**config.mk**
```make
export PLATFORM = sky130hd
export DESIGN_NAME = fire4_squeeze_weight_sequencer
export DESIGN_NICKNAME = d
export VERILOG_FILES = /design/src/rtl/fire4_squeeze_weight_sequencer.sv
export SDC_FILE = /design/constraint.sdc
export NUM_CORES = 1
export LEC_CHECK = 0
export ABC_CLOCK_PERIOD_IN_PS = 2000
export BUFFER_PORTS_ARGS = -buffer_cell sky130_fd_sc_hd__clkbuf_2
export CORE_UTILIZATION = 38
export DETAILED_ROUTE_END_ITERATION = 6
export SYNTH_ARGS = -nofsm -noshare
export SYNTH_HDL_FRONTEND = slang
export SYNTH_SLANG_ARGS = --single-unit
```
**constraint.sdc**
```tcl
create_clock -name clk -period 2 [get_ports clk]
set_input_delay 0.3 -clock clk [delete_from_list [all_inputs] [get_ports clk]]
set_output_delay 0.3 -clock clk [all_outputs]
set_load 0.01 [all_outputs]
```
**src/rtl/fire4_squeeze_weight_sequencer.sv**
```systemverilog
// Address/tag sequencer for the 32-lane fire4_squeeze weight ROM bank.
// Sweeps k=0..KLEN-1 per pixel and emits valid/first/last/pixel tags aligned to rom_out.
module fire4_squeeze_weight_sequencer #(
  parameter int unsigned ADDR = 10,
  parameter int unsigned KLEN = 128,
  parameter int unsigned NPIX = 729,
  parameter int unsigned PW   = (NPIX > 1) ? $clog2(NPIX) : 1
) (
  input  logic            clk,
  input  logic            rst,
  input  logic            i_start,
  input  logic            i_abort,
  input  logic            i_en,
  output logic [ADDR-1:0] o_rom_addr,
  output logic            o_out_valid,
  output logic            o_out_first,
  output logic            o_out_last,
  output logic [PW-1:0]   o_out_pixel,
  output logic            o_busy,
  output logic            o_done
);

  localparam logic [ADDR-1:0] K_LAST = ADDR'(KLEN - 1);
  localparam logic [PW-1:0]   P_LAST = PW'(NPIX - 1);

  typedef enum logic [1:0] {
    S_IDLE  = 2'd0,
    S_RUN   = 2'd1,
    S_FLUSH = 2'd2
  } state_t;

  state_t          r_state;
  state_t          w_state_nxt;
  logic [ADDR-1:0] r_k;
  logic [PW-1:0]   r_p;
  logic [ADDR-1:0] r_held_addr;
  logic            r_valid;
  logic            r_first;
  logic            r_last;
  logic [PW-1:0]   r_pixel;
  logic            r_done;

  logic w_issue;
  logic w_k_end;
  logic w_p_end;

  assign w_issue = (r_state == S_RUN) && i_en;
  assign w_k_end = (r_k == K_LAST);
  assign w_p_end = (r_p == P_LAST);

  // State register
  always_ff @(posedge clk) begin
    if (rst) begin
      r_state <= S_IDLE;
    end else begin
      r_state <= w_state_nxt;
    end
  end

  // Next-state logic; abort cancels any pass and blocks a same-cycle start
  always_comb begin
    w_state_nxt = r_state;
    case (r_state)
      S_IDLE:  if (i_start) w_state_nxt = S_RUN;
      S_RUN:   if (i_en && w_k_end && w_p_end) w_state_nxt = S_FLUSH;
      S_FLUSH: if (i_en) w_state_nxt = S_IDLE;
      default: w_state_nxt = S_IDLE;
    endcase
    if (i_abort) w_state_nxt = S_IDLE;
  end

  // Output decode: re-present held_addr whenever not issuing so rom_out stays stable
  always_comb begin
    o_rom_addr = r_held_addr;
    o_busy     = (r_state != S_IDLE);
    if (w_issue) o_rom_addr = r_k;
  end

  // Counters and tags, captured on the same edge the ROM captures the word
  always_ff @(posedge clk) begin
    if (rst || i_abort) begin
      r_k         <= '0;
      r_p         <= '0;
      r_held_addr <= '0;
      r_valid     <= 1'b0;
      r_first     <= 1'b0;
      r_last      <= 1'b0;
      r_pixel     <= '0;
      r_done      <= 1'b0;
    end else begin
      r_done <= (r_state == S_FLUSH) && i_en;
      case (r_state)
        S_IDLE: begin
          if (i_start) begin
            r_k <= '0;
            r_p <= '0;
          end
        end
        S_RUN: begin
          if (i_en) begin
            r_held_addr <= r_k;
            r_valid     <= 1'b1;
            r_first     <= (r_k == '0);
            r_last      <= w_k_end;
            r_pixel     <= r_p;
            if (w_k_end) begin
              r_k <= '0;
              r_p <= r_p + PW'(1);
            end else begin
              r_k <= r_k + ADDR'(1);
            end
          end
        end
        S_FLUSH: begin
          if (i_en) begin
            r_valid <= 1'b0;
            r_first <= 1'b0;
            r_last  <= 1'b0;
          end
        end
        default: ;
      endcase
    end
  end

  assign o_out_valid = r_valid;
  assign o_out_first = r_first;
  assign o_out_last  = r_last;
  assign o_out_pixel = r_pixel;
  assign o_done      = r_done;

endmodule

```
# After elaboration in Yosys (flattened, before gate mapping)
# Index checks and enable logic that the tools add are counted.
dict set report op_classes {
  eq_ne 9
  addsub 2
  n_reduce_logical 16
  n_mux 19
}
# cell n
set ops {}
lappend ops {{$mux W10} 6}
lappend ops {{$pmux W10 S2} 2}
lappend ops {{$add A10 B1 Y10 const B} 2}
lappend ops {{$eq A10 B10 Y1 const B} 1}
lappend ops {{$eq A10 B7 Y1 const B} 1}
lappend ops {{$logic_not A10 Y1} 1}
lappend ops {{$reduce_and A3 Y1} 3}
lappend ops {{$ne A2 B2 Y1 const B} 4}
lappend ops {{$mux W2} 3}
lappend ops {{$pmux W1 S2} 3}
lappend ops {{$pmux W2 S3} 1}
lappend ops {{$reduce_bool A2 Y1} 3}
lappend ops {{$logic_and A1 B1 Y1} 4}
lappend ops {{$mux W1} 4}
lappend ops {{$reduce_and A4 Y1} 1}
lappend ops {{$eq A2 B1 Y1 const B} 1}
lappend ops {{$eq A2 B2 Y1 const B} 1}
lappend ops {{$logic_not A2 Y1} 1}
lappend ops {{$ne A2 B1 Y1 const B} 1}
lappend ops {{$reduce_and A2 Y1} 1}
lappend ops {{$reduce_or A2 Y1} 1}
lappend ops {{$logic_or A1 B1 Y1} 1}
dict set report word_totals {
  reg_bits 46
  word_cells 55
  out_inout_bits 25
  in_bits 5
}

# Depth between registers and ports, before layout
dict set report depth {
  word_depth 5
  depth_mapped 7
}

# Worst setup path before layout
# Ideal clock, no wire load.
dict set report synth_timing {
  kind {register -> register}
  startpoint {register r_k[0]}
  endpoint {register r_p[8]}
  setup_slack_ps 222
  arrival_time_ps 1708
  path_stages_with_launch 6
  t_required_ps 1930
  path_cell_list {dfxtp_1 > ha_1 > nand3_1 > o31a_4 > or4_1 > a21oi_1}
}
dict set report synth_via {
  elab_chain_cells 3
}
# item line
set synth_lines {}
lappend synth_lines {{start: declaration} 34} ;# logic [ADDR-1:0] r_k;
lappend synth_lines {{start signal: assignment} 110} ;# r_k <= r_k + ADDR'(1);
lappend synth_lines {{$eq A10 B7 Y1} 48} ;# assign w_k_end = (r_k == K_LAST);
lappend synth_lines {{$ne A2 B2 Y1 (no line)} n/a}
lappend synth_lines {{$reduce_and A4 Y1 (no line)} n/a}
lappend synth_lines {{end signal: assignment} 108} ;# r_p <= r_p + PW'(1);
lappend synth_lines {{end: declaration} 35} ;# logic [PW-1:0] r_p;
# Every way passes these cells.
# A chain may end at the register's enable or synchronous reset.

# Worst setup path in the final report
dict set report layout_timing {
  startpoint {register r_state[0]}
  endpoint {output port o_rom_addr[8]}
}
dict set report layout_via {
  elab_chain_cells 3
}
# item line
set layout_lines {}
lappend layout_lines {{start: declaration} 32} ;# state_t r_state;
lappend layout_lines {{start signal: assignment} 56} ;# r_state <= w_state_nxt;
lappend layout_lines {{$eq A2 B1 Y1} 47} ;# assign w_issue = (r_state == S_RUN) && i_en;
lappend layout_lines {{$logic_and A1 B1 Y1} 47}
lappend layout_lines {{$mux W10} 76} ;# if (w_issue) o_rom_addr = r_k;
lappend layout_lines {{end: declaration} 14} ;# output logic [ADDR-1:0] o_rom_addr,
# Every way passes these cells.

==> qor_table.md <==
| Group | Metric | This run |
| --- | --- | --- |
| synthesis | Number of enable-type register cells in the synthesized netlist | 0 |
| layout | Final core occ | 46.52% |
| sta | Hold Vio Cnt, Final | 0 |
| synthesis | Top flip-flop cell by instance count after synthesis | dfxtp_1 |
| synthesis | Fraction of synthesized cell area taken by the top area cell type | 41.96% |
| sta | Post-Route Skew | 0.01155 ns |
| worst setup path | Arrival time of the worst setup path | 1.61 ns |
| worst setup path | Data required time at the worst endpoint | 1.70 ns |
| synthesis | Library cell with the largest summed area after synthesis | dfxtp_1 |
| drt | Remaining number of nets flagged by the antenna check after routing | 0 |
| grt | Antenna violations before repair | 0 |
| synthesis | Total nets after synthesis | 257 |
| sta | Final setup violation count | 0 |
| clocking | Total clock sinks | 46 |
| floorplanning | Core Rows | 27 |
| clocking | Post-CTS Setup Inserts | 0 |
| layout | Post-layout nets | 297 |
| floorplanning | Height of the die | 78.00 um |
| sta | Setup TNS | 0 ns |
| floorplanning | Overall die area | 6083 um^2 |
| synthesis | Yosys warns | 0 |
| worst setup path | Setup Crit Path Kind | flop to output port |
| place | Detailed placement HPWL | 3.287 mm |
| floorplanning | Initial standard-cell utilization of the core | 39.61% |
| floorplanning | Core region area | 5540 um^2 |
| drt | Drt pass-1 iters | 4 |
| layout | Fill cell instance count of the final layout | 573 |
| sta | Number of pins with negative max-slew slack in the final report | 0 |
| drt | Violation count after the first detailed-route iteration | 96 |
| worst setup path | Endpoint class of the critical path | output port |
| drt | Vias post-DR | 1901 |
| layout | Area growth from synthesis to layout | 17.45% |
| drt | Routed length per instance | 12.89 um |
| drt | Number of vias per cell after detailed routing | 5.266 |
| clocking | CTS tree | done |
| clocking | Clock latency reported for the late side of the worst-skew pair | 0.31 ns |
| place | Routability congestion estimate from global placement | 0.7980 |
| hold path | Min-delay worst type | input pin to flop |
| synthesis | Synth top area cells | dfxtp_1 (42%), a21oi_1 (5.9%), nand2_1 (5.6%) |
| drt | Number of design rule violations left after detail routing | 0 |
| worst setup path | Critical path launch point type | flop |
| sta | Worst slew pin tran | 0.5678 ns |
| drt | Wire length after detailed routing | 4.652 mm |
| run status | Status | completed |
| power and ir drop | Leak pwr | 0.0009571 uW |
| power and ir drop | Power density over cell area | 676.7 nW/um^2 |
| sta | RSZ-0062 raised after global routing | no |
| synthesis | Part of the Yosys area used for sequential elements | 41.96% |
| power and ir drop | Worst vdd ir | 398.3 uV |
| layout | Number of antenna repair diodes | 0 |
| synthesis | Netlist Area Pre-Place | 2195 um^2 |
| sta | Slew Limit Headroom | 62.15% |
| layout | Fraction of final layout cells sized beyond drive strength 1 | 27.34% |
| grt | Global Route Usage Sum | 16.21% |
| grt | Largest net degree at the start of global routing | 20 |
| sta | Post-route fraction of the period consumed by the critical path | 95.62% |
| worst setup path | Worst-path maximum fanout | 14 |
| clocking | Root buf cell | clkbuf_8 |
| floorplanning | I/O pin cnt | 30 |
| place | Input/output buffers | 29 |
| clocking | Level count of the clock H-tree | 2 |
| sta | Shortest period the worst path allows | 1.912 ns |
| synthesis | FFs w/ async S/R, synth | 0% |
| synthesis | Count of mapped cells out of synthesis | 248 |
| job | MaxCap Viol Count | 0 |
| grt | Via count of the first global-routing pass | 1666 |
| synthesis | Average instance area after synthesis | 8.849 um^2 |
| synthesis | Netlist cell types | 45 |
| sta | Achievable frequency | 522.9 MHz |
| clocking | Clock-pin slew on the worst setup and hold paths | 0.09 ns |
| grt | Wire length of the first global-routing pass | 7.797 mm |
| floorplanning | DIE WIDTH | 78.00 um |
| clocking | Number of buffers inserted during clock tree synthesis | 5 |
| grt | Leftover overflow at the end of global routing | 0 |
| synthesis | Number of flip-flops and latches in the synthesized netlist | 46 |
| clocking | Clk buf depth | 2 |
[cell usage after synthesis, types with 2 or more instances]
cell type and count:
or4_1 8, nor3_1 3, and3_1 4, mux2_2 8, dfxtp_1 46, or4b_2 2
o41ai_1 2, nor3b_1 2, nor2_1 13, o21ai_0 7, o31ai_1 9, or2_2 2
nand2_1 33, clkbuf_8 2, inv_1 6, nor4_1 3, ha_1 4, a22oi_1 2
nand4_1 3, clkbuf_1 9, and2_1 11, xnor2_1 7, nand3_1 14, buf_2 2
a21oi_1 26
[what timing repair did]
| item | in CTS | in global routing |
|---|---|---|
| gates resized for setup | 0 | 4 |
| hold buffers | 0 | 0 |
| setup endpoints to repair | 0 | 11 |
[final timing paths]
| check | start | end | slack (ns) | cells after the start |
|---|---|---|---|---|
| setup / recovery | r_state[0] | o_rom_addr[8] | 0.09 | 5 |
| hold / removal | i_en | o_done | 0.33 | 3 |
| setup reg to reg | r_k[7] | r_p[8] | 0.12 | 4 |
| hold reg to reg | o_out_pixel[9] | o_out_pixel[9] | 0.46 | 2 |
[critical path: stages, from the launching register on]
cell,delay [ns]
dfxtp_1,0.35
buf_4,0.17
nand3b_1,0.12
buf_6,0.18
mux2_2,0.35
clkbuf_2,0.13
[metal layers]
layer  vias to the layer above  global-route usage, %  wire length [um]
met5                         -                      0                 0
met3                         4                  3.647               153
met4                         0                  4.815                34
met2                        30                  26.55              2217
li1                        963                      -                 -
met1                       904                  21.25              2246
[cell type report]
class,count,area [um^2],share of cell area (%)
clock inverter,3,48.80,1.893
multi-input combinational,180,1124,43.59
tap,72,90.09,3.495
clock buffer,5,68.82,2.670
inverter,6,22.52,0.8738
timing repair buffer,49,299.0,11.60
sequential,46,924.6,35.87
[logic make-up (layout without fill, tap and decap cells)]
kind of cell | after synthesis | count (layout) | share of synthesized area (%)
muxes | 9 | 9 | 5.131
xor gates and xnor gates | 7 | 7 | 2.794
buffers and inverters | 22 | 63 | 6.841
adders and majority gates | 4 | 4 | 2.281
DFF | 46 | 46 | 41.96
AOI/OAI and AO/OA | 52 | 52 | 14.54
and+or+nand+nor | 108 | 108 | 26.45
[registers in the layout (all words and copies together), names as in the netlist]
signal,cells
o_out_first,1
r_held_addr,10
r_k,10
o_out_pixel,10
o_out_last,1
o_out_valid,1
o_done,1
r_state,2
r_p,10
[power by group]
group | leakage, uW | internal, uW | switching, uW | total (uW)
registers | 0.000372 | 918 | 3.56 | 922
clock network | 0.0000563 | 381 | 342 | 723
logic | 0.000529 | 34.9 | 64.3 | 99.2
[placed cells by master (no fill, tap or decap), drive strengths merged, types with 2 or more instances in the layout]
cell,instances
nand3,14
nor4,3
clkbuf,34
ha,4
a21oi,26
or4b,3
nor3,3
o41ai,2
or2,3
o31ai,9
nor2,13
xnor2,7
nand4,3
nor3b,2
inv,7
dfxtp,46
or4,8
nand2,33
mux2,8
buf,20
and2,11
o21ai,9
a22oi,2
and3,5
[per-stage QoR]
stage	hold WS [ns]	total power [uW]	setup WS (ns)	instances	area (um^2)
3_3_place_gp	0.4435	1042	0.1368	353	2452
2_1_floorplan	0.4533	1015	0.2218	248	2195
5_1_grt	0.3902	1805	0.01301	361	2577
4_1_cts	0.3308	1761	0.03036	361	2570
6_report	0.3345	1744	0.08760	361	2577
3_5_place_dp	0.4454	1042	0.1167	353	2452
Note: power is estimated with default switching activity, not from simulation.
